<file path="config.mk">
export PLATFORM = sky130hd
export DESIGN_NAME = maxpool_seq
export DESIGN_NICKNAME = d
export VERILOG_FILES = /design/src/rtl/maxpool_seq.sv
export SDC_FILE = /design/constraint.sdc
export NUM_CORES = 1
export LEC_CHECK = 0
export ABC_CLOCK_PERIOD_IN_PS = 4000
export CORE_AREA = 5 5 77 79
export CTS_BUF_LIST = sky130_fd_sc_hd__clkbuf_2 sky130_fd_sc_hd__clkbuf_4 sky130_fd_sc_hd__clkbuf_8
export DETAILED_ROUTE_END_ITERATION = 8
export DIE_AREA = 0 0 82 84
export PLACE_DENSITY = 0.77
export SETUP_SLACK_MARGIN = 0.2
export SLEW_MARGIN = 25
export SYNTH_ARGS = -nofsm -noshare
export SYNTH_HDL_FRONTEND = slang
export SYNTH_SLANG_ARGS = --single-unit
</file>
<file path="constraint.sdc">
create_clock -name clk -period 4 [get_ports clk]
set_clock_uncertainty 0.15 [all_clocks]
set_input_delay 0.4 -clock clk [delete_from_list [all_inputs] [get_ports clk]]
set_output_delay 0.4 -clock clk [all_outputs]
set_load 0.05 [all_outputs]
</file>
<file path="src/rtl/maxpool_seq.sv">
// Running-max pooling sequencer: one max per window of win_len beats, num_win windows per job.
// Latency: out_valid rises the cycle after the last beat of a window transfers.
// Backpressure: in_ready drops while a result waits; out_data/out_valid hold until out_ready.
module maxpool_seq #(
    parameter int DATA_W = 8,
    parameter int LEN_W  = 4,
    parameter int NWIN_W = 8
) (
    input  logic              clk,
    input  logic              rst,
    input  logic              start,
    input  logic              clear,
    input  logic [LEN_W-1:0]  win_len,
    input  logic [NWIN_W-1:0] num_win,
    input  logic              in_valid,
    output logic              in_ready,
    input  logic [DATA_W-1:0] in_data,
    output logic              out_valid,
    input  logic              out_ready,
    output logic [DATA_W-1:0] out_data,
    output logic              busy,
    output logic              done
);

    typedef enum logic [1:0] {IDLE = 2'd0, ACCUM = 2'd1, OUT = 2'd2} state_t;

    state_t            state, state_nxt;
    logic [LEN_W-1:0]  len_r, elem_cnt;
    logic [NWIN_W-1:0] nwin_r, win_cnt;
    logic [DATA_W-1:0] acc, beat_max;
    logic              beat, first_beat, last_beat, last_win;

    assign in_ready   = (state == ACCUM);
    assign beat       = in_valid & in_ready;
    assign first_beat = (elem_cnt == '0);
    assign last_beat  = beat && (elem_cnt == len_r - LEN_W'(1));
    assign last_win   = (win_cnt == nwin_r - NWIN_W'(1));
    // First beat of a window loads directly so a stale max from the previous window never leaks in.
    assign beat_max   = (first_beat || (in_data > acc)) ? in_data : acc;

    always_ff @(posedge clk or negedge rst) begin
        if (!rst) state <= IDLE;
        else      state <= state_nxt;
    end

    always_comb begin
        state_nxt = state;
        if (clear) begin
            state_nxt = IDLE;
        end else begin
            case (state)
                IDLE:    if (start) state_nxt = ACCUM;
                ACCUM:   if (last_beat) state_nxt = OUT;
                OUT:     if (out_ready) state_nxt = last_win ? IDLE : ACCUM;
                default: state_nxt = IDLE;
            endcase
        end
    end

    always_ff @(posedge clk or negedge rst) begin
        if (!rst) begin
            len_r     <= '0;
            nwin_r    <= '0;
            elem_cnt  <= '0;
            win_cnt   <= '0;
            acc       <= '0;
            out_data  <= '0;
            out_valid <= 1'b0;
            busy      <= 1'b0;
            done      <= 1'b0;
        end else begin
            done <= 1'b0;
            if (clear) begin
                elem_cnt  <= '0;
                win_cnt   <= '0;
                acc       <= '0;
                out_valid <= 1'b0;
                busy      <= 1'b0;
            end else begin
                case (state)
                    IDLE: begin
                        if (start) begin
                            // A zero field would never terminate, so it is treated as one.
                            len_r    <= (win_len == '0) ? LEN_W'(1) : win_len;
                            nwin_r   <= (num_win == '0) ? NWIN_W'(1) : num_win;
                            elem_cnt <= '0;
                            win_cnt  <= '0;
                            busy     <= 1'b1;
                        end
                    end
                    ACCUM: begin
                        if (beat) begin
                            acc <= beat_max;
                            if (last_beat) begin
                                out_data  <= beat_max;
                                out_valid <= 1'b1;
                                elem_cnt  <= '0;
                            end else begin
                                elem_cnt <= elem_cnt + LEN_W'(1);
                            end
                        end
                    end
                    OUT: begin
                        if (out_ready) begin
                            out_valid <= 1'b0;
                            if (last_win) begin
                                win_cnt <= '0;
                                busy    <= 1'b0;
                                done    <= 1'b1;
                            end else begin
                                win_cnt <= win_cnt + NWIN_W'(1);
                            end
                        end
                    end
                    default: ;
                endcase
            end
        end
    end

endmodule

</file>
==> out/qor.yml <==
outcome: "completed"
grt_usage_pct: 17.70
slew_violations: 0
finalHoldViolations: 0
hp-class: "register to register"
h-tree-depth: 2
crit_arrival_ns: 2.64
postLayoutCellArea_um2: 3206
drive_gt1_share_pct: 9.404
drt_iter0_markers: 110
grt_max_degree: 46
core_area_um2: 5270
synth_edf_count: 0
drc: 0
cts_setup_buffers: 0
period_needed_ns: 2.593
die_w_um: 82
vias: 2212
max_freq_mhz: 385.7
portBuffers: 37
ios: 38
antenna_left: 0
slew_headroom_pct: 57.19
leakagePower_nw: 1.331
wl_mm: 5.600
final_util_pct: 60.83
critPathCaptureType: "register"
ctsResizeCount: 0
synth_top_area_cell: "dfrtp_1"
die_height_um: 84
synth_seq_cells: 45
setup_viol: 0
dieArea_um2: 6888
power.density_nw_per_um2: 372.4
placed_area_um2: 3107
cp.required_ns: 4.04
syn_area_um2: 2681
ys_seq_area_share_pct: 42.00
fin_crit_sh_pct: 64.82
ir_drop_mv: 0.2109
syn_inst: 281
tritoncts: "yes"
ys_warn_count: 0
grt_pass1_wl_mm: 9.625
rows: 27
netlist-cell-type-count: 46
dp_hpwl_mm: 4.250
gp_congestion: 0.8678
cts_root_buf: "clkbuf_8"
start_util_pct: 50.88
synth_top_cell_area_share_pct: 42.00
grt_pass1_vias: 2105
cts.sinks: 45
drt-pass1-iter-count: 4
worst_slew_pin_slew_ns: 0.6367
rsz0062_at_grt: "no"
worstPathMaxFanout: 9
maxCapViolCount: 0
syn_nets: 320
fin_hold_ws_ns: 0.3275
finalSetupTns_ns: 0
synth_ff_type: "dfrtp_1"
post_synth.cell_area_avg_um2: 9.542
worst_setup_path_start_kind: "input pin"
final_nets: 357
crit_type: "input pin to register"
worstSkewPairLatency_ns: 0.30
viasPerCell: 5.657
postSynth.asyncResetShare_pct: 100.0
numCtsBuffers: 5
synth.area.top_cells: "dfrtp_1 (42%), ha_1 (6.1%), nand2_1 (3.9%)"
path_clk_slew_ns: 0.08
antenna_cells: 0
clk_path_buf_depth: 2
syn_to_final_growth_pct: 19.55
antenna_found_initial: 0
grt-ovfl-total: 0
wl_per_cell_um: 14.32
## layer usage
| layer | vias to the layer above | GRT usage, % | share of wire [%] |
|---|---|---|---|
| met5 | - | 0 | 0 |
| met4 | 0 | 5.589 | 1.2 |
| met3 | 7 | 4.752 | 6.9 |
| met2 | 61 | 27.92 | 47 |
| met1 | 1037 | 23.34 | 45 |
| li1 | 1107 | - | - |
## flip-flops by register name, indices dropped and copies added, names as in the netlist
signal,cells
done,1
busy,1
out_valid,1
win_cnt,8
acc,8
elem_cnt,4
len_r,4
out_data,8
state,2
nwin_r,8
## final cells by class
class	instances	area, um2
inverters	17	63.81
well taps	72	90.09
fillers	466	2064
multi-input cells	210	1454
clock buffers	5	68.82
clock inverters	3	17.52
flip-flops and latches	45	1126
repair buffers	39	385.4
## logic make-up (layout without fill, tap and decap cells)
logic type               after synthesis  count (layout)  synth area share [%]
buffers and inverters                 26              64                 4.013
AO/OA/AOI/OAI                         68              68                 17.64
adder cells (fa/ha/maj)               14              14                 6.486
XOR/XNOR                              21              21                 6.860
AND/OR/NAND/NOR                       96              96                 18.48
flip-flops                            45              45                 42.00
multiplexers                          11              11                 4.526
## through the flow
stage	total power [mW]	worst slack [ns]	std cells
after floorplan	0.8114	1.795	281
after global placement	0.9174	1.216	382
after detailed placement	0.9299	1.126	382
after CTS	1.206	1.435	390
after global routing	1.270	1.266	391
final	1.194	1.407	391
## timing repair
| item | in CTS | in global routing |
|---|---|---|
| hold buffers | 0 | 1 |
| endpoints found under the hold margin | 0 | 44 |
| endpoints found under the setup margin | 0 | 0 |
## layout by cell type (no fill, tap or decap), drive strengths merged, types with 2 or more instances in the layout
master and n:
dfrtp 45, clkdlybuf4s50 36, nand2 28, o21ai 19, inv 16, nand3 15, nor2 14, ha 13
a21oi 13, xnor2 12, nor3 10, nand4 10, o211ai 10, xor2 9, mux2 9, o31ai 8
o2111ai 7, clkbuf 5, nor2b 4, nor4 3, clkinv 3, nand2b 2, and2 2, a221o 2
o21a 2, mux2i 2, buf 2
## worst paths after layout
path	cells past startpoint	slack (ns)	start	to
max	8	1.41	in_data[0]	acc[1]
min	2	0.33	out_data[3]	out_data[3]
max reg2reg	7	1.57	nwin_r[0]	win_cnt[3]
min reg2reg	2	0.33	out_data[3]	out_data[3]
max in group asynchronous	2	2.82	rst	len_r[0]
min in group asynchronous	2	0.49	rst	out_data[2]
## cell usage after synthesis (all sizes together), types with 4 or more instances
| cell | count |
|---|---|
| clkbuf | 5 |
| o21ai | 19 |
| buf | 4 |
| o2111ai | 7 |
| o31ai | 8 |
| nor3 | 10 |
| nor2b | 4 |
| nand4 | 10 |
| nor2 | 14 |
| a21oi | 13 |
| mux2 | 9 |
| xor2 | 9 |
| dfrtp | 45 |
| ha | 13 |
| o211ai | 10 |
| nand2 | 28 |
| nand3 | 15 |
| inv | 16 |
| xnor2 | 12 |
## critical path, stage by stage
cell             delay, ns
clkdlybuf4s50_1       0.50
inv_1                 0.05
ha_1                  0.27
nand4_1               0.15
or3_1                 0.37
a22oi_2               0.42
a21boi_2              0.21
o31ai_1               0.26
## power by group
part / switching (mW) / internal (mW)
sequential: 0.0471 / 0.504
combinational: 0.212 / 0.156
clock: 0.153 / 0.121
Note: power is estimated with default switching activity, not from simulation.
